File: src/rtl/run_sequencer.sv
// Launch controller: holds the core in reset, issues a one-cycle req, then times the run until done or timeout.
// Optional abort path is compiled in with `define RUN_SEQ_ABORT_EN.
module run_sequencer #(
   parameter int CYC_WIDTH  = 16,
   parameter int RST_CYCLES = 4,
   parameter int TIMEOUT    = 4000
) (
   input  logic                 clk,
   input  logic                 reset,
   input  logic                 start,
   input  logic                 abort,
   input  logic                 core_done,
   output logic                 core_reset,
   output logic                 core_req,
   output logic                 busy,
   output logic                 finished,
   output logic                 timed_out,
   output logic [CYC_WIDTH-1:0] cycles
);

   typedef enum logic [2:0] {
      S_IDLE,
      S_RESET,
      S_LAUNCH,
      S_RUN,
      S_DONE
   } state_t;

   localparam logic [7:0]           RST_LAST = 8'(RST_CYCLES - 1);
   localparam logic [CYC_WIDTH-1:0] TO_LAST  = CYC_WIDTH'(TIMEOUT - 1);
   localparam logic [CYC_WIDTH-1:0] TO_VALUE = CYC_WIDTH'(TIMEOUT);
   localparam logic [CYC_WIDTH-1:0] CYC_MAX  = '1;
   localparam logic [CYC_WIDTH-1:0] CYC_ONE  = CYC_WIDTH'(1);

   state_t               state_reg, state_next;
   logic [7:0]           rst_cnt_reg, rst_cnt_next;
   logic [CYC_WIDTH-1:0] cycles_reg, cycles_next;
   logic                 timed_out_reg, timed_out_next;
   logic                 abort_req;

`ifdef RUN_SEQ_ABORT_EN
   assign abort_req = abort;
`else
   logic unused_abort;
   assign unused_abort = abort;
   assign abort_req    = 1'b0;
`endif

   always_comb begin
      state_next     = state_reg;
      rst_cnt_next   = rst_cnt_reg;
      cycles_next    = cycles_reg;
      timed_out_next = timed_out_reg;
      case (state_reg)
         S_IDLE: begin
            if (start) begin
               state_next     = S_RESET;
               cycles_next    = '0;
               timed_out_next = 1'b0;
               rst_cnt_next   = '0;
            end
         end
         S_RESET: begin
            if (abort_req)
               state_next = S_IDLE;
            else if (rst_cnt_reg == RST_LAST)
               state_next = S_LAUNCH;
            else
               rst_cnt_next = rst_cnt_reg + 8'd1;
         end
         S_LAUNCH: begin
            state_next = abort_req ? S_IDLE : S_RUN;
         end
         S_RUN: begin
            // Priority: abort, then done, then timeout; done in the timeout cycle still wins.
            if (abort_req) begin
               state_next = S_IDLE;
            end else if (core_done) begin
               state_next = S_DONE;
            end else if (TIMEOUT != 0 && cycles_reg == TO_LAST) begin
               cycles_next    = TO_VALUE;
               timed_out_next = 1'b1;
               state_next     = S_DONE;
            end else if (cycles_reg != CYC_MAX) begin
               cycles_next = cycles_reg + CYC_ONE;
            end
         end
         S_DONE: begin
            state_next = S_IDLE;
         end
         default: begin
            state_next = S_IDLE;
         end
      endcase
   end

   // Outputs are decoded from the next state so the core sees them as clean flops.
   always_ff @(posedge clk or negedge reset) begin
      if (!reset) begin
         state_reg     <= S_IDLE;
         rst_cnt_reg   <= '0;
         cycles_reg    <= '0;
         timed_out_reg <= 1'b0;
         core_reset    <= 1'b1;
         core_req      <= 1'b0;
         busy          <= 1'b0;
         finished      <= 1'b0;
      end else begin
         state_reg     <= state_next;
         rst_cnt_reg   <= rst_cnt_next;
         cycles_reg    <= cycles_next;
         timed_out_reg <= timed_out_next;
         core_reset    <= (state_next == S_IDLE) || (state_next == S_RESET) || (state_next == S_DONE);
         core_req      <= (state_next == S_LAUNCH);
         busy          <= (state_next == S_RESET) || (state_next == S_LAUNCH) || (state_next == S_RUN);
         finished      <= (state_next == S_DONE);
      end
   end

   assign timed_out = timed_out_reg;
   assign cycles    = cycles_reg;

endmodule

File: config.mk
export PLATFORM = sky130hd
export DESIGN_NAME = run_sequencer
export DESIGN_NICKNAME = d
export VERILOG_FILES = /design/src/rtl/run_sequencer.sv
export SDC_FILE = /design/constraint.sdc
export NUM_CORES = 1
export LEC_CHECK = 0
export ABC_AREA = 1
export CAP_MARGIN = 20
export CORE_MARGIN = 5
export CORE_UTILIZATION = 55
export CTS_CLUSTER_SIZE = 25
export DETAILED_ROUTE_END_ITERATION = 10
export GPL_TIMING_DRIVEN = 0
export PLACE_DENSITY = 0.8
export SYNTH_ARGS = -nofsm -noshare
export SYNTH_HDL_FRONTEND = slang
export SYNTH_SLANG_ARGS = --single-unit
File: constraint.sdc
create_clock -name clk -period 1.9 [get_ports clk]
set_input_delay 0.475 -clock clk [delete_from_list [all_inputs] [get_ports clk]]
set_output_delay 0.475 -clock clk [all_outputs]
set_load 0.03 [all_outputs]
==> metrics.txt <==
vias per inst about 5.1; H-tree depth 2; vias in the first global route between 1,500 and 2,000; switch share about 43%; Worst EP required 1420 ps; Site Rows 21; # hold bufs at CTS 0; Worst-Margin Slew ~700 ps; reg2reg end state_reg[1]; Seq cells post-synth 32; Layout Utilization about two thirds; CTS tree yes; Hold Worst Slack 174 ps; WS Path Type reg -> out; port bufs 24; Die Y-Extent approximately 70 um; Comb pwr share 45.4%; CP Max Fanout 1; antenna fix cells 0; simple-gate portion of the synthesized area 37.3%; clock sinks 32; EDFF count, synth 0; fin. max-slew vios 0; VDD IR max approximately 0.00077 V; gpl congestion roughly 0.83; wl on met1 1830 um; Synth top cells by count nand2_1 (85), inv_1 (37), dfrtp_1 (31); Final HPWL DP 3040 um; crit path capture type output pin; reg2reg start cycles[0]; Seq/Total Area, Yosys 40.5%; Synth Area in XOR/XNOR 3.09%; routed vias 1,793; crit path DAT 1340 ps; crit path buf inv count 1; max reg flops 16; DR WL met3 179 um; met2 WL post-DR between 2000 and 2500 um; die area 4900 um2; chip width between 70 and 80 um; mux contribution to synthesized area 0%; post-synthesis adder-cell area fraction roughly 1.3%; nature of the critical path startpoint flip-flop; post-synthesis instance total about 280; Max Used Layer met4; worst rel slew slack 53.2%; area leader, netlist dfrtp_1; first-pass GRT wire length about 7300 um; Reg power frac a little under two fifths; antenna-violating nets left 0; worst setup margin roughly 82 ps; layout cells sized above 1 a little under an eighth; critical path depth in cells 1; Synth Area in Compound Gates 7.51%; Critical Path Max Stage Delay 670 ps; largest net degree at the start of global routing 33; unrepaired setup endpoints after global routing no; Synth cell types 28; P&R area growth vs syn 17.2%; synth top area cells dfrtp_1 (39%), nand2_1 (16%), nand3_1 (7.1%), inv_1 (7.0%), nor2_1 (4.5%); share of synthesized registers carrying an async set or reset 100%; finished layout cell area 2320 um2; total global-route track usage 18.1%; syn avg cell area 7.21 um2; Tightest Hold Check Type in -> async; total CTS buffers 5; Top delay family on crit path buffers and inverters; Post-CTS Setup Repair Bufs 0; Worst-Skew Late Latency 340 ps; Starting DRT DRC Count roughly 110; I/O pins 26; Initial Util between 50% and 60%; Remaining DRCs 0; Post-synth top flop dfrtp_1; maxcap violations 0; combinational family with the most area after synthesis simple AND/OR/NAND/NOR gates; setup tns final 0 ps; Power Internal 1420 uW; Final nets between 300 and 400; Worst Reg-to-Reg Cells 6; mapped cell area 1980 um2; dpl cell area ~2300 um2; Synth top area share 39.1%; Worst-path clk slew approximately 100 ps; most frequent cell after synthesis nand2_1; Max Freq about 0.55 GHz; clock network power share 18.0%; DR WL/cell approximately 12 um; Overflow after GRT 0; core box area roughly 3400 um2; initial antenna violation count 0; status finished, final reports clean; Synthesized Nets between 200 and 300; Cell Pwr Density about 1100 nW/um2; Post-Place Setup Slack between 30 and 40 ps; Final Cycle Share between 90% and 100%; CTS root buf clkbuf_4; static leakage around 0.0012 uW; r2r setup slk between 200 and 250 ps; Final setup viols 0; Yosys warnings 0; Slowest-stage cell, CP clkdlybuf4s50_1; Final min period between 1500 and 2000 ps; sw power around 1100 uW; DR pass1 iterations 4; critical path, cell by cell clkdlybuf4s50_1; Hold Vio Cnt, Final 0; Post-Route WL around 4100 um; deepest clock path buffer count 2; clk_skew approximately 13 ps
layout make-up:
| type | count | area, um2 |
|---|---|---|
| buffer | 4 | 43.8 |
| clock buffer | 8 | 68.8 |
| fill | 314 | 1090 |
| inverter | 43 | 161 |
| multi-input combinational | 196 | 975 |
| sequential | 32 | 802 |
| tap | 46 | 57.6 |
| timing repair buffer | 24 | 214 |
logic make-up after synthesis:
group / after synthesis
adder cells (fa/ha/maj): 2
XOR/XNOR: 7
buffers and inverters: 47
AO/OA/AOI/OAI: 24
flip-flops: 32
AND/OR/NAND/NOR: 163
power by group through the flow:
| stage | Clock [uW] | Sequential, uW | Combinational, uW |
|---|---|---|---|
| floorplan | 0 | 1000 | 774 |
| global placement | 0 | 922 | 1140 |
| detailed placement | 0 | 926 | 1150 |
| CTS | 459 | 913 | 1140 |
| global route | 496 | 937 | 1270 |
| finish | 447 | 913 | 1130 |
placed cells by master (no fill, tap or decap), drive strengths merged:
cell / instances
nor3: 4
dlygate4sd2: 17
or2: 1
xnor2: 3
buf: 4
nand3: 31
o21bai: 1
o21ai: 22
ha: 2
clkdlybuf4s50: 6
xor2: 4
dfrtp: 31
nand3b: 3
nand4: 9
nor2: 27
inv: 43
clkbuf: 9
dfstp: 1
nand2: 88
a21oi: 1
what timing repair did:
item                                   in CTS  in global routing
endpoints found under the hold margin       0                  0
setup endpoints to repair                  17                  0
gates resized for setup                    17                  0
per-stage QoR:
stage	power, uW	cells
2_1_floorplan	1770	275
3_5_place_dp	2080	345
5_1_grt	2700	353
4_1_cts	2510	353
6_report	2490	353
3_3_place_gp	2060	345
per-layer routing:
layer / up-vias / GRT usage, %
met2: 28 / 31.3
met5: - / 0
met4: 0 / 7.23
met3: 7 / 3.87
li1: 932 / -
met1: 826 / 21.8
worst max path at each step:
stage	startpoint	end	slack [ps]
6_report	core_req	core_req	80
5_1_grt	core_req	core_req	9
4_1_cts	core_req	core_req	60
3_5_place_dp	core_done	cycles[9]	30
3_3_place_gp	reset	rst_cnt_reg[7]	-270
2_1_floorplan	cycles[0]	cycles[11]	250
(Power assumes the default switching activity.)
